### config.mk
export PLATFORM = sky130hd
export DESIGN_NAME = turn_sequencer
export DESIGN_NICKNAME = d
export VERILOG_FILES = /design/src/rtl/tank_pkg.sv /design/src/rtl/player_track.sv /design/src/rtl/turn_sequencer.sv
export SDC_FILE = /design/constraint.sdc
export NUM_CORES = 1
export LEC_CHECK = 0
export ABC_CLOCK_PERIOD_IN_PS = 6200
export BUFFER_PORTS_ARGS = -buffer_cell sky130_fd_sc_hd__buf_2
export CAP_MARGIN = 0
export CORE_MARGIN = 4
export CORE_UTILIZATION = 40
export CTS_CLUSTER_DIAMETER = 100
export DETAILED_ROUTE_END_ITERATION = 12
export PLACE_DENSITY = 0.6
export SLEW_MARGIN = 20
export SYNTH_ARGS = -nofsm -noshare
export SYNTH_HDL_FRONTEND = slang
export SYNTH_SLANG_ARGS = --single-unit
### constraint.sdc
create_clock -name clk -period 6.2 [get_ports clk]
set_input_delay 0.31 -clock clk [delete_from_list [all_inputs] [get_ports clk]]
set_output_delay 0.31 -clock clk [all_outputs]
set_load 0.005 [all_outputs]
### src/rtl/tank_pkg.sv
`default_nettype none
// ============================================================================
// Module      : tank_pkg
// Description : Shared storage mode codes, direction codes and the frame
//               sequencer state encoding for the tank game datapath.
// Revision    : 1.0 - initial release
// ============================================================================
package tank_pkg;

    // Storage mode select codes
    localparam logic [3:0] c_MODE_NOP       = 4'b0000;
    localparam logic [3:0] c_MODE_TANK1     = 4'b0001;
    localparam logic [3:0] c_MODE_TANK1_RD  = 4'b0010;
    localparam logic [3:0] c_MODE_PROJ1     = 4'b0011;
    localparam logic [3:0] c_MODE_PROJ1_RD  = 4'b0100;
    localparam logic [3:0] c_MODE_TANK2     = 4'b0101;
    localparam logic [3:0] c_MODE_TANK2_RD  = 4'b0110;
    localparam logic [3:0] c_MODE_PROJ2     = 4'b0111;
    localparam logic [3:0] c_MODE_CLEAR     = 4'b1000;

    // Direction codes; any other value is not a legal move request
    localparam logic [7:0] c_DIR_UP    = 8'h00;
    localparam logic [7:0] c_DIR_DOWN  = 8'h01;
    localparam logic [7:0] c_DIR_LEFT  = 8'h03;
    localparam logic [7:0] c_DIR_RIGHT = 8'h07;

    // Frame sequencer states
    typedef enum logic [2:0] {
        S_IDLE    = 3'd0,
        S_SEL     = 3'd1,
        S_ISSUE   = 3'd2,
        S_WAIT    = 3'd3,
        S_LOAD    = 3'd4,
        S_CAPTURE = 3'd5,
        S_DONE    = 3'd6
    } seq_state_t;

    function automatic logic is_legal_dir(input logic [7:0] dir);
        return (dir == c_DIR_UP) || (dir == c_DIR_DOWN) ||
               (dir == c_DIR_LEFT) || (dir == c_DIR_RIGHT);
    endfunction

endpackage
`default_nettype wire

### src/rtl/player_track.sv
`default_nettype none
// ============================================================================
// Module      : player_track
// Description : Local copy of one player's tank position/direction and its
//               single projectile (active flag, position, direction).
// Revision    : 1.0 - initial release
// ============================================================================
module player_track
    import tank_pkg::*;
#(
    parameter logic [7:0] RESET_POS = 8'h00,
    parameter logic [7:0] RESET_DIR = c_DIR_DOWN
) (
    input  logic       clk,
    input  logic       reset,
    input  logic       i_fire,
    input  logic       i_tank_cap,
    input  logic [7:0] i_tank_dir,
    input  logic       i_proj_cap,
    input  logic       i_proj_kill,
    input  logic [7:0] i_pos_q,
    output logic [7:0] o_pos,
    output logic       o_proj_active,
    output logic [7:0] o_proj_pos,
    output logic [7:0] o_proj_dir
);

    logic [7:0] r_pos;
    logic [7:0] r_dir;
    logic       r_proj_active;
    logic [7:0] r_proj_pos;
    logic [7:0] r_proj_dir;

    // Fire launches from the tank's pre-move state; captures overwrite positions
    always_ff @(posedge clk or posedge reset) begin
        if (reset) begin
            r_pos         <= RESET_POS;
            r_dir         <= RESET_DIR;
            r_proj_active <= 1'b0;
            r_proj_pos    <= 8'h00;
            r_proj_dir    <= 8'h00;
        end else begin
            if (i_fire && !r_proj_active) begin
                r_proj_active <= 1'b1;
                r_proj_dir    <= r_dir;
                r_proj_pos    <= r_pos;
            end
            // Direction follows the request even when the tank is pinned at an edge
            if (i_tank_cap) begin
                r_pos <= i_pos_q;
                r_dir <= i_tank_dir;
            end
            if (i_proj_cap) begin
                r_proj_pos <= i_pos_q;
                if (i_proj_kill) begin
                    r_proj_active <= 1'b0;
                end
            end
        end
    end

    assign o_pos         = r_pos;
    assign o_proj_active = r_proj_active;
    assign o_proj_pos    = r_proj_pos;
    assign o_proj_dir    = r_proj_dir;

endmodule
`default_nettype wire

### src/rtl/turn_sequencer.sv
`default_nettype none
// ============================================================================
// Module      : turn_sequencer
// Description : Per-frame sequencer that walks the four game objects (tank1,
//               projectile1, tank2, projectile2) through the position storage
//               and resolves projectile hits and edge exits.
// Revision    : 1.0 - initial release
// ============================================================================
module turn_sequencer
    import tank_pkg::*;
#(
    parameter int STORE_LAT = 2
) (
    input  logic       clk,
    input  logic       reset,
    input  logic       tick,
    input  logic       p1_move,
    input  logic       p2_move,
    input  logic [7:0] p1_dir,
    input  logic [7:0] p2_dir,
    input  logic       p1_fire,
    input  logic       p2_fire,
    input  logic [7:0] q,
    output logic [3:0] mode,
    output logic       wren,
    output logic       load_out,
    output logic [7:0] address,
    output logic [7:0] data,
    output logic       busy,
    output logic       frame_done,
    output logic       hit_p1,
    output logic       hit_p2,
    output logic       overrun
);

    localparam int c_WCNT_W = (STORE_LAT > 1) ? $clog2(STORE_LAT) : 1;
    localparam logic [c_WCNT_W-1:0] c_WAIT_LAST =
        c_WCNT_W'((STORE_LAT > 0) ? STORE_LAT - 1 : 0);

    seq_state_t           r_state;
    seq_state_t           w_state_nxt;
    logic [1:0]           r_slot;
    logic [c_WCNT_W-1:0]  r_wait_cnt;
    logic                 r_mv1, r_mv2;
    logic [7:0]           r_dir1, r_dir2;
    logic                 r_hit1, r_hit2;
    logic [3:0]           r_mode;
    logic [7:0]           r_data;
    logic                 r_overrun;

    logic                 w_frame_start;
    logic                 w_slot_active;
    logic [3:0]           w_slot_mode;
    logic [7:0]           w_slot_data;
    logic                 w_slot_leave;
    logic                 w_cap;
    logic                 w_p1_hit, w_p2_hit;
    logic [7:0]           w_t1_pos, w_t2_pos;
    logic                 w_pj1_active, w_pj2_active;
    logic [7:0]           w_pj1_pos, w_pj2_pos;
    logic [7:0]           w_pj1_dir, w_pj2_dir;

    assign w_frame_start = (r_state == S_IDLE) && tick;
    assign w_cap         = (r_state == S_CAPTURE);
    assign w_slot_leave  = ((r_state == S_SEL) && !w_slot_active) || w_cap;
    assign w_p1_hit      = (q == w_t2_pos);
    assign w_p2_hit      = (q == w_t1_pos);

    player_track #(
        .RESET_POS (8'h00),
        .RESET_DIR (c_DIR_DOWN)
    ) u_player1 (
        .clk           (clk),
        .reset         (reset),
        .i_fire        (w_frame_start && p1_fire),
        .i_tank_cap    (w_cap && (r_slot == 2'd0)),
        .i_tank_dir    (r_dir1),
        .i_proj_cap    (w_cap && (r_slot == 2'd1)),
        .i_proj_kill   (w_p1_hit || (q == w_pj1_pos)),
        .i_pos_q       (q),
        .o_pos         (w_t1_pos),
        .o_proj_active (w_pj1_active),
        .o_proj_pos    (w_pj1_pos),
        .o_proj_dir    (w_pj1_dir)
    );

    player_track #(
        .RESET_POS (8'hFF),
        .RESET_DIR (c_DIR_UP)
    ) u_player2 (
        .clk           (clk),
        .reset         (reset),
        .i_fire        (w_frame_start && p2_fire),
        .i_tank_cap    (w_cap && (r_slot == 2'd2)),
        .i_tank_dir    (r_dir2),
        .i_proj_cap    (w_cap && (r_slot == 2'd3)),
        .i_proj_kill   (w_p2_hit || (q == w_pj2_pos)),
        .i_pos_q       (q),
        .o_pos         (w_t2_pos),
        .o_proj_active (w_pj2_active),
        .o_proj_pos    (w_pj2_pos),
        .o_proj_dir    (w_pj2_dir)
    );

    // Decode whether the current slot needs a storage transaction, and its mode/data
    always_comb begin
        w_slot_active = 1'b0;
        w_slot_mode   = c_MODE_NOP;
        w_slot_data   = 8'h00;
        case (r_slot)
            2'd0: begin
                w_slot_active = r_mv1 && is_legal_dir(r_dir1);
                w_slot_mode   = c_MODE_TANK1;
                w_slot_data   = r_dir1;
            end
            2'd1: begin
                w_slot_active = w_pj1_active;
                w_slot_mode   = c_MODE_PROJ1;
                w_slot_data   = w_pj1_dir;
            end
            2'd2: begin
                w_slot_active = r_mv2 && is_legal_dir(r_dir2);
                w_slot_mode   = c_MODE_TANK2;
                w_slot_data   = r_dir2;
            end
            default: begin
                w_slot_active = w_pj2_active;
                w_slot_mode   = c_MODE_PROJ2;
                w_slot_data   = w_pj2_dir;
            end
        endcase
    end

    // State register
    always_ff @(posedge clk or posedge reset) begin
        if (reset) begin
            r_state <= S_IDLE;
        end else begin
            r_state <= w_state_nxt;
        end
    end

    // Next-state and strobe decode
    always_comb begin
        w_state_nxt = r_state;
        wren        = 1'b0;
        load_out    = 1'b0;
        busy        = 1'b1;
        frame_done  = 1'b0;
        hit_p1      = 1'b0;
        hit_p2      = 1'b0;
        case (r_state)
            S_IDLE: begin
                busy = 1'b0;
                if (tick) begin
                    w_state_nxt = S_SEL;
                end
            end
            S_SEL: begin
                if (w_slot_active) begin
                    w_state_nxt = S_ISSUE;
                end else if (r_slot == 2'd3) begin
                    w_state_nxt = S_DONE;
                end
            end
            S_ISSUE: begin
                wren        = 1'b1;
                w_state_nxt = (STORE_LAT == 0) ? S_LOAD : S_WAIT;
            end
            S_WAIT: begin
                if (r_wait_cnt == c_WAIT_LAST) begin
                    w_state_nxt = S_LOAD;
                end
            end
            S_LOAD: begin
                load_out    = 1'b1;
                w_state_nxt = S_CAPTURE;
            end
            S_CAPTURE: begin
                w_state_nxt = (r_slot == 2'd3) ? S_DONE : S_SEL;
            end
            S_DONE: begin
                frame_done  = 1'b1;
                hit_p1      = r_hit1;
                hit_p2      = r_hit2;
                w_state_nxt = S_IDLE;
            end
            default: begin
                busy        = 1'b0;
                w_state_nxt = S_IDLE;
            end
        endcase
    end

    // Frame bookkeeping: request latch, slot walk, wait timer, held mode/data, hit and overrun flags
    always_ff @(posedge clk or posedge reset) begin
        if (reset) begin
            r_slot     <= 2'd0;
            r_wait_cnt <= '0;
            r_mv1      <= 1'b0;
            r_mv2      <= 1'b0;
            r_dir1     <= 8'h00;
            r_dir2     <= 8'h00;
            r_hit1     <= 1'b0;
            r_hit2     <= 1'b0;
            r_mode     <= 4'h0;
            r_data     <= 8'h00;
            r_overrun  <= 1'b0;
        end else begin
            if (w_frame_start) begin
                r_mv1  <= p1_move;
                r_dir1 <= p1_dir;
                r_mv2  <= p2_move;
                r_dir2 <= p2_dir;
                r_slot <= 2'd0;
                r_hit1 <= 1'b0;
                r_hit2 <= 1'b0;
            end else if (w_slot_leave) begin
                r_slot <= r_slot + 2'd1;
            end
            if (tick && (r_state != S_IDLE)) begin
                r_overrun <= 1'b1;
            end
            if ((r_state == S_SEL) && w_slot_active) begin
                r_mode <= w_slot_mode;
                r_data <= w_slot_data;
            end
            if (r_state == S_ISSUE) begin
                r_wait_cnt <= '0;
            end else if (r_state == S_WAIT) begin
                r_wait_cnt <= r_wait_cnt + 1'b1;
            end
            // A hit takes priority; the edge case never raises a hit flag
            if (w_cap && (r_slot == 2'd1) && w_p1_hit) begin
                r_hit1 <= 1'b1;
            end
            if (w_cap && (r_slot == 2'd3) && w_p2_hit) begin
                r_hit2 <= 1'b1;
            end
        end
    end

    assign mode    = r_mode;
    assign data    = r_data;
    assign address = 8'h00;
    assign overrun = r_overrun;

endmodule
`default_nettype wire

After elaboration in Yosys (flattened, before gate mapping)

Cells that the tools add are included.

Add/sub/neg operators: 2
Multipliers: 0
Div/mod/pow operators: 0
Order comparisons: 0
Equality and inequality tests: 22
Shift-type cells: 0
Muxes and demuxes: 32
Bitwise logic cells: 0
Reduce and logical (&&, ||, !) cells: 41

Operators by type and width:

| cell                                                 | count |
|---|---|
| equality test 8 bit                                  | 4 |
| two-way mux 8 bit                                    | 4 |
| case mux 8 bit (3 select lines)                      | 1 |
| case mux 3 bit (6 select lines)                      | 1 |
| two-way mux 1 bit                                    | 17 |
| equality test 8 x 1 -> 1 bit (second input constant) | 2 |
| equality test 8 x 2 -> 1 bit (second input constant) | 2 |
| equality test 8 x 3 -> 1 bit (second input constant) | 2 |
| logical AND 1 bit                                    | 16 |
| logical NOT 8 bit                                    | 2 |
| two-way mux 3 bit                                    | 5 |
| nonzero test 2 bit                                   | 6 |
| equality test 3 bit (second input constant)          | 3 |
| logical OR 1 bit                                     | 9 |
| case mux 3 bit (3 select lines)                      | 1 |
| equality test 3 x 2 -> 1 bit (second input constant) | 2 |
| OR reduction 6 bit                                   | 1 |
| equality test 2 bit (second input constant)          | 2 |
| two-way mux 2 bit                                    | 2 |
| != test 2 bit (second input constant)                | 2 |
| equality test 3 x 1 -> 1 bit (second input constant) | 1 |
| logical NOT 1 bit                                    | 3 |
| logical NOT 3 bit                                    | 1 |
| != test 3 x 2 -> 1 bit (second input constant)       | 1 |
| 7 further kinds                                      | 7 |

Register bits after elaboration: 105
Latch bits: 0
Bits in writable memories: 0
ROM bits: 0
Output and inout port bits: 27
Memories: 0

Depth between registers and ports, before layout

Depth in word-level cells: 11
Mapped depth: 9

Hierarchy

Synthesis repeated with hierarchy kept, for this count alone.

Cell total of the unflattened synthesis: 465
Area total of the unflattened synthesis: 5,241.3 um2

Modules (own cells, without submodules):

| module                    | times used | cells each | area each (um2) |
|---|---|---|---|
| turn_sequencer            | 1          | 267        | 2,414.8 |
| player_track at u_player2 | 1          | 99         | 1,417.6 |
| player_track at u_player1 | 1          | 99         | 1,408.9 |

Worst setup path before layout

No wires, ideal clock.

Path type: reg2reg
Start point: register r_slot[0]
End point: register r_data[0], in the netlist data[0]
Data arrival time: 1.839 ns
Setup slack: 4.233 ns
Cell stages (with the launch flop): 10
Buffers on the path: 2
Period minus slack after synthesis: 1.967 ns
Path through: dfrtp_1 > inv_1 > ha_1 > buf_4 > nor4b_2 > o211ai_1 > a21boi_2 > nand2_1 > buf_2 > mux2_1

Longest elaborated chain between the ends: 3
Elaborated cells on any way between the ends: 6
Classes of those cells: 2 x eq/ne; 2 x mux; 2 x reduce/logical

RTL lines:

| item                                              | line                  | source |
|---|---|---|
| start: declaration                                | turn_sequencer.sv:42  | `logic [1:0] r_slot;` |
| start signal: assignment                          | turn_sequencer.sv:219 | `r_slot <= r_slot + 2'd1;` |
| equality test 2 bit, or another cell as far along | turn_sequencer.sv:110 | `case (r_slot)` |
| case mux 1 bit (3 select lines)                   | turn_sequencer.sv:110 |  |
| logical AND 1 bit                                 | turn_sequencer.sv:224 | `if ((r_state == S_SEL) && w_slot_active) begin` |
| end signal: assignment                            | turn_sequencer.sv:226 | `r_data <= w_slot_data;` |
| end: declaration                                  | turn_sequencer.sv:48  | `logic [7:0] r_data;` |

Parallel ways exist; a longest one is shown, timed or not.
A chain may end at the register's enable or synchronous reset.

Worst setup path after layout

Start point: register r_slot[0]
End point: register r_data[7], in the netlist data[7]

The elaborated chain is that of the path after synthesis.

==> summary.md <==
| Metric | Value |
|---|---|
| Gate power share | `30.7%` |
| DR iter-0 viols | `205` |
| Leak | `2.67 nW` |
| EDFF count, synth | `0` |
| Final period util | `41.3%` |
| Synth Area in Compound Gates | `8.64%` |
| Post-Route WL | `10700 um` |
| Simple logic cell fraction of the synthesized area | `13.9%` |
| Clk sinks | `104` |
| Clock share of power | `22.0%` |
| Critical Path Sink Type | `flip-flop` |
| Post-CTS Hold Fix Bufs | `0` |
| Post-Syn Area | `0.00500 mm^2` |
| Global routing usage on met2 | `27.4%` |
| Warnings, synthesis | `0` |
| Antenna Nets Post-Route | `0` |
| Clock Path Buffers | `2` |
| Met1 usage | `19.5%` |
| Die Span Y | `120 um` |
| Sequential Power Share | `47.3%` |
| Top_reg_cell synth | `dfrtp_1` |
| Gr usage total | `15.8%` |
| Largest family of logic cells by synthesized area | `multiplexers` |
| Placed cell area | `0.00530 mm^2` |
| Switching part of the total | `34.6%` |
| CTS Root Cell | `clkbuf_16` |
| Post-DP HPWL | `7590 um` |
| Wire per inst | `16.2 um` |
| First-pass GRT wire length | `17800 um` |
| Antenna cells | `0` |
| Core Box Area | `0.0121 mm^2` |
| Critical path data required time | `6420 ps` |
| Seq/Total Area, Yosys | `52.3%` |
| Vias/cell | `5.09` |
| Worst-margin pin slew | `827 ps` |
| H-tree depth | `3` |
| Outcome | `completed` |
| Asr flop ratio synth | `100%` |
| Fin crit period | `2560 ps` |
| Initial Util | `41.3%` |
| Psw | `0.874 mW` |
| Layout cells sized above 1 | `26.9%` |
| Filler instances | `1192` |
| Mean Syn Cell Area | `10.9 um^2` |
| Yosys reg bits | `104` |
| Crit path cell chain | `inv_1, ha_1, and4bb_2, a41oi_2, a21boi_2, nand2_1, mux2_1` |
| Setup-failing EPs final | `0` |
| Number of global-route vias before repair | `3450` |
| Clock latency on the worst-skew pair | `340 ps` |
| Initial antenna violation count | `0` |
| Cells after synthesis | `458` |
| Finished Core Util | `46.1%` |
| Final Hold Viols | `0` |
| Total congestion overflow | `0` |
| Synth unique cells | `47` |
| Mux share of post-synthesis cell area | `13.9%` |
| Std-Cell Rows | `40` |
| Die ar. | `0.0143 mm^2` |
| Routability congestion estimate | `0.809` |
| Crit Path Max Fanout | `11` |
| PD cells | `452 mW/mm^2` |
| Total negative setup slack | `0 ps` |
| Final Skew | `7.77 ps` |
| Nets@finish | `524` |
| IO Pins | `58` |
| Number of CTS-inserted buffers | `9` |
| Hold WC Path Type | `input pin to asynchronous set/reset pin` |
| Buffers on Ports | `48` |
| Total internal power | `1.65 mW` |
| Crit start category | `flip-flop` |
| Clock tree from TritonCTS | `yes` |
| Largest net degree at the start of global routing | `66` |
| Clock transition at path regs | `70 ps` |
| Layout area overhead | `11.8%` |
| Final Cell Area | `0.00559 mm^2` |
| Setup bufs post-CTS | `0` |
| Synth Area in XOR/XNOR | `5.61%` |
| WS Path Type | `flip-flop to flip-flop` |
| Unrepaired setup endpoints after global routing | `no` |
| GR Layer Usage met3 | `4.90%` |
| Drt pass-1 iters | `5` |
| Vias | `3367` |
| Adder-cell area share of the yosys netlist | `1.00%` |
| Die W | `120 um` |
| Worst vdd ir | `223 uV` |
| Fin. max-slew vios | `0` |
| Crit path DAT | `2780 ps` |
| Slew margin rel. | `44.9%` |
| Detailed-route DRC error count | `0` |
| Crit path largest cell delay | `450 ps` |
| Global route hottest layer | `met2` |
| Crit-path slowest cell | `mux2_1` |
| Fmax | `391 MHz` |
| MaxCap Viol Count | `0` |
| Post-cts sizing count | `0` |
==> critical path: cells and delay by family (launching register included) <==
| family | cells | cell delay [ps] |
|---|---|---|
| AO/OA/AOI/OAI | 2 | 400 |
| flip-flops | 1 | 410 |
| adder cells (fa/ha/maj) | 1 | 430 |
| multiplexers | 1 | 450 |
| buffers and inverters | 1 | 110 |
| AND/OR/NAND/NOR | 2 | 630 |
==> kinds of logic after synthesis <==
group | count (synthesis)
compound gates | 64
xor+xnor | 32
fa+ha+maj | 4
buf+inv | 46
flops | 104
mux | 62
other cells | 1
simple gates | 145
==> cell usage in the layout (no fill, tap or decap), types with 6 or more instances in the layout <==
| cell | count |
|---|---|
| nand3_1 | 7 |
| a21oi_1 | 13 |
| o22ai_1 | 8 |
| clkbuf_16 | 9 |
| xnor2_1 | 24 |
| a222oi_1 | 8 |
| dfstp_2 | 9 |
| nand4_1 | 6 |
| mux2i_1 | 8 |
| buf_2 | 48 |
| nand2_1 | 73 |
| xor2_1 | 8 |
| conb_1 | 9 |
| nor2_1 | 35 |
| o21ai_0 | 19 |
| nand2b_1 | 6 |
| mux2_1 | 7 |
| inv_1 | 7 |
| mux2_2 | 45 |
| dfrtp_1 | 95 |
==> per-stage QoR <==
| stage | worst slack, ps | power (mW) | std cells | hold WS, ps |
|---|---|---|---|---|
| after floorplan | 3170 | 1.76 | 466 | 415 |
| after global placement | 3740 | 1.96 | 646 | 386 |
| after detailed placement | 3680 | 1.99 | 646 | 386 |
| after CTS | 3640 | 2.56 | 662 | 11.3 |
| after global routing | 3460 | 2.71 | 662 | 34.4 |
| final | 3640 | 2.52 | 662 | 0.779 |
==> worst paths after layout <==
path                       depth (start not counted)                  start  slack (ps)                             endpoint
max                                                7  r_slot[0]$_DFFE_PP0P_        3640                  data[7]$_DFFE_PP0P_
min                                                2                  reset         0.8  u_player2.o_proj_pos[5]$_DFFE_PP0P_
max reg2reg                                        7  r_slot[0]$_DFFE_PP0P_        3640                  data[7]$_DFFE_PP0P_
min reg2reg                                        1    mode[0]$_DFFE_PP0P_         460                  mode[0]$_DFFE_PP0P_
max in group asynchronous                          3                  reset        4990  u_player1.o_proj_dir[3]$_DFFE_PP0P_
min in group clk                                   3              p2_dir[5]         150                r_dir2[5]$_DFFE_PP0P_
==> power by group through the flow <==
| stage | sequential [mW] | combinational [mW] | clock, mW |
|---|---|---|---|
| after floorplan | 1.11 | 0.643 | 0 |
| after global placement | 1.20 | 0.765 | 0 |
| after detailed placement | 1.21 | 0.783 | 0 |
| after CTS | 1.20 | 0.787 | 0.578 |
| after global routing | 1.23 | 0.876 | 0.603 |
| final | 1.19 | 0.774 | 0.556 |
==> cells in the mapped netlist (all sizes together), types with 2 or more instances <==
cell / count / area [um^2]
dfrtp: 95 / 2380
nand2: 74 / 280
mux2: 54 / 616
nor2: 35 / 131
xnor2: 24 / 210
clkbuf: 20 / 75.1
o21ai: 19 / 95.1
buf: 18 / 121
a21oi: 13 / 65.1
nand3: 10 / 72.6
dfstp: 9 / 236
a222oi: 8 / 80.1
inv: 8 / 30.0
mux2i: 8 / 80.1
o22ai: 8 / 50.1
xor2: 8 / 70.1
nand2b: 6 / 37.5
nand4: 6 / 37.5
ha: 4 / 50.1
and2: 3 / 18.8
nor3b: 3 / 22.5
a21o: 2 / 15.0
a31oi: 2 / 12.5
a32o: 2 / 20.0
nor3: 2 / 10.0
nor4b: 2 / 38.8
o211ai: 2 / 15.0
o31ai: 2 / 15.0
==> area by class of cell <==
class,instances,area [um^2],share of cell area (%)
Sequential cell,104,2610,46.8
Multi-Input combinational cell,316,2190,39.1
Timing Repair Buffer,50,255,4.57
Clock buffer,10,229,4.10
Tap cell,168,210,3.76
Clock inverter,6,58.8,1.05
Inverter,8,32.5,0.582
==> metal layers <==
metal | part of all wire [%] | wire length, um | up-vias
met5 | 0 | 0 | -
met4 | 0.83 | 89 | 0
met3 | 4.5 | 483 | 7
met2 | 51 | 5450 | 71
met1 | 44 | 4720 | 1672
li1 | - | - | 1617
==> registers in the layout, indices dropped and copies added, names as in the netlist, 3 cells and up <==
| signal | cells |
|---|---|
| data | 8 |
| r_dir1 | 8 |
| r_dir2 | 8 |
| u_player1.o_pos | 8 |
| u_player1.o_proj_dir | 8 |
| u_player1.o_proj_pos | 8 |
| u_player1.r_dir | 8 |
| u_player2.o_pos | 8 |
| u_player2.o_proj_dir | 8 |
| u_player2.o_proj_pos | 8 |
| u_player2.r_dir | 8 |
| mode | 3 |
| r_state | 3 |
Note: power is estimated with default switching activity, not from simulation.
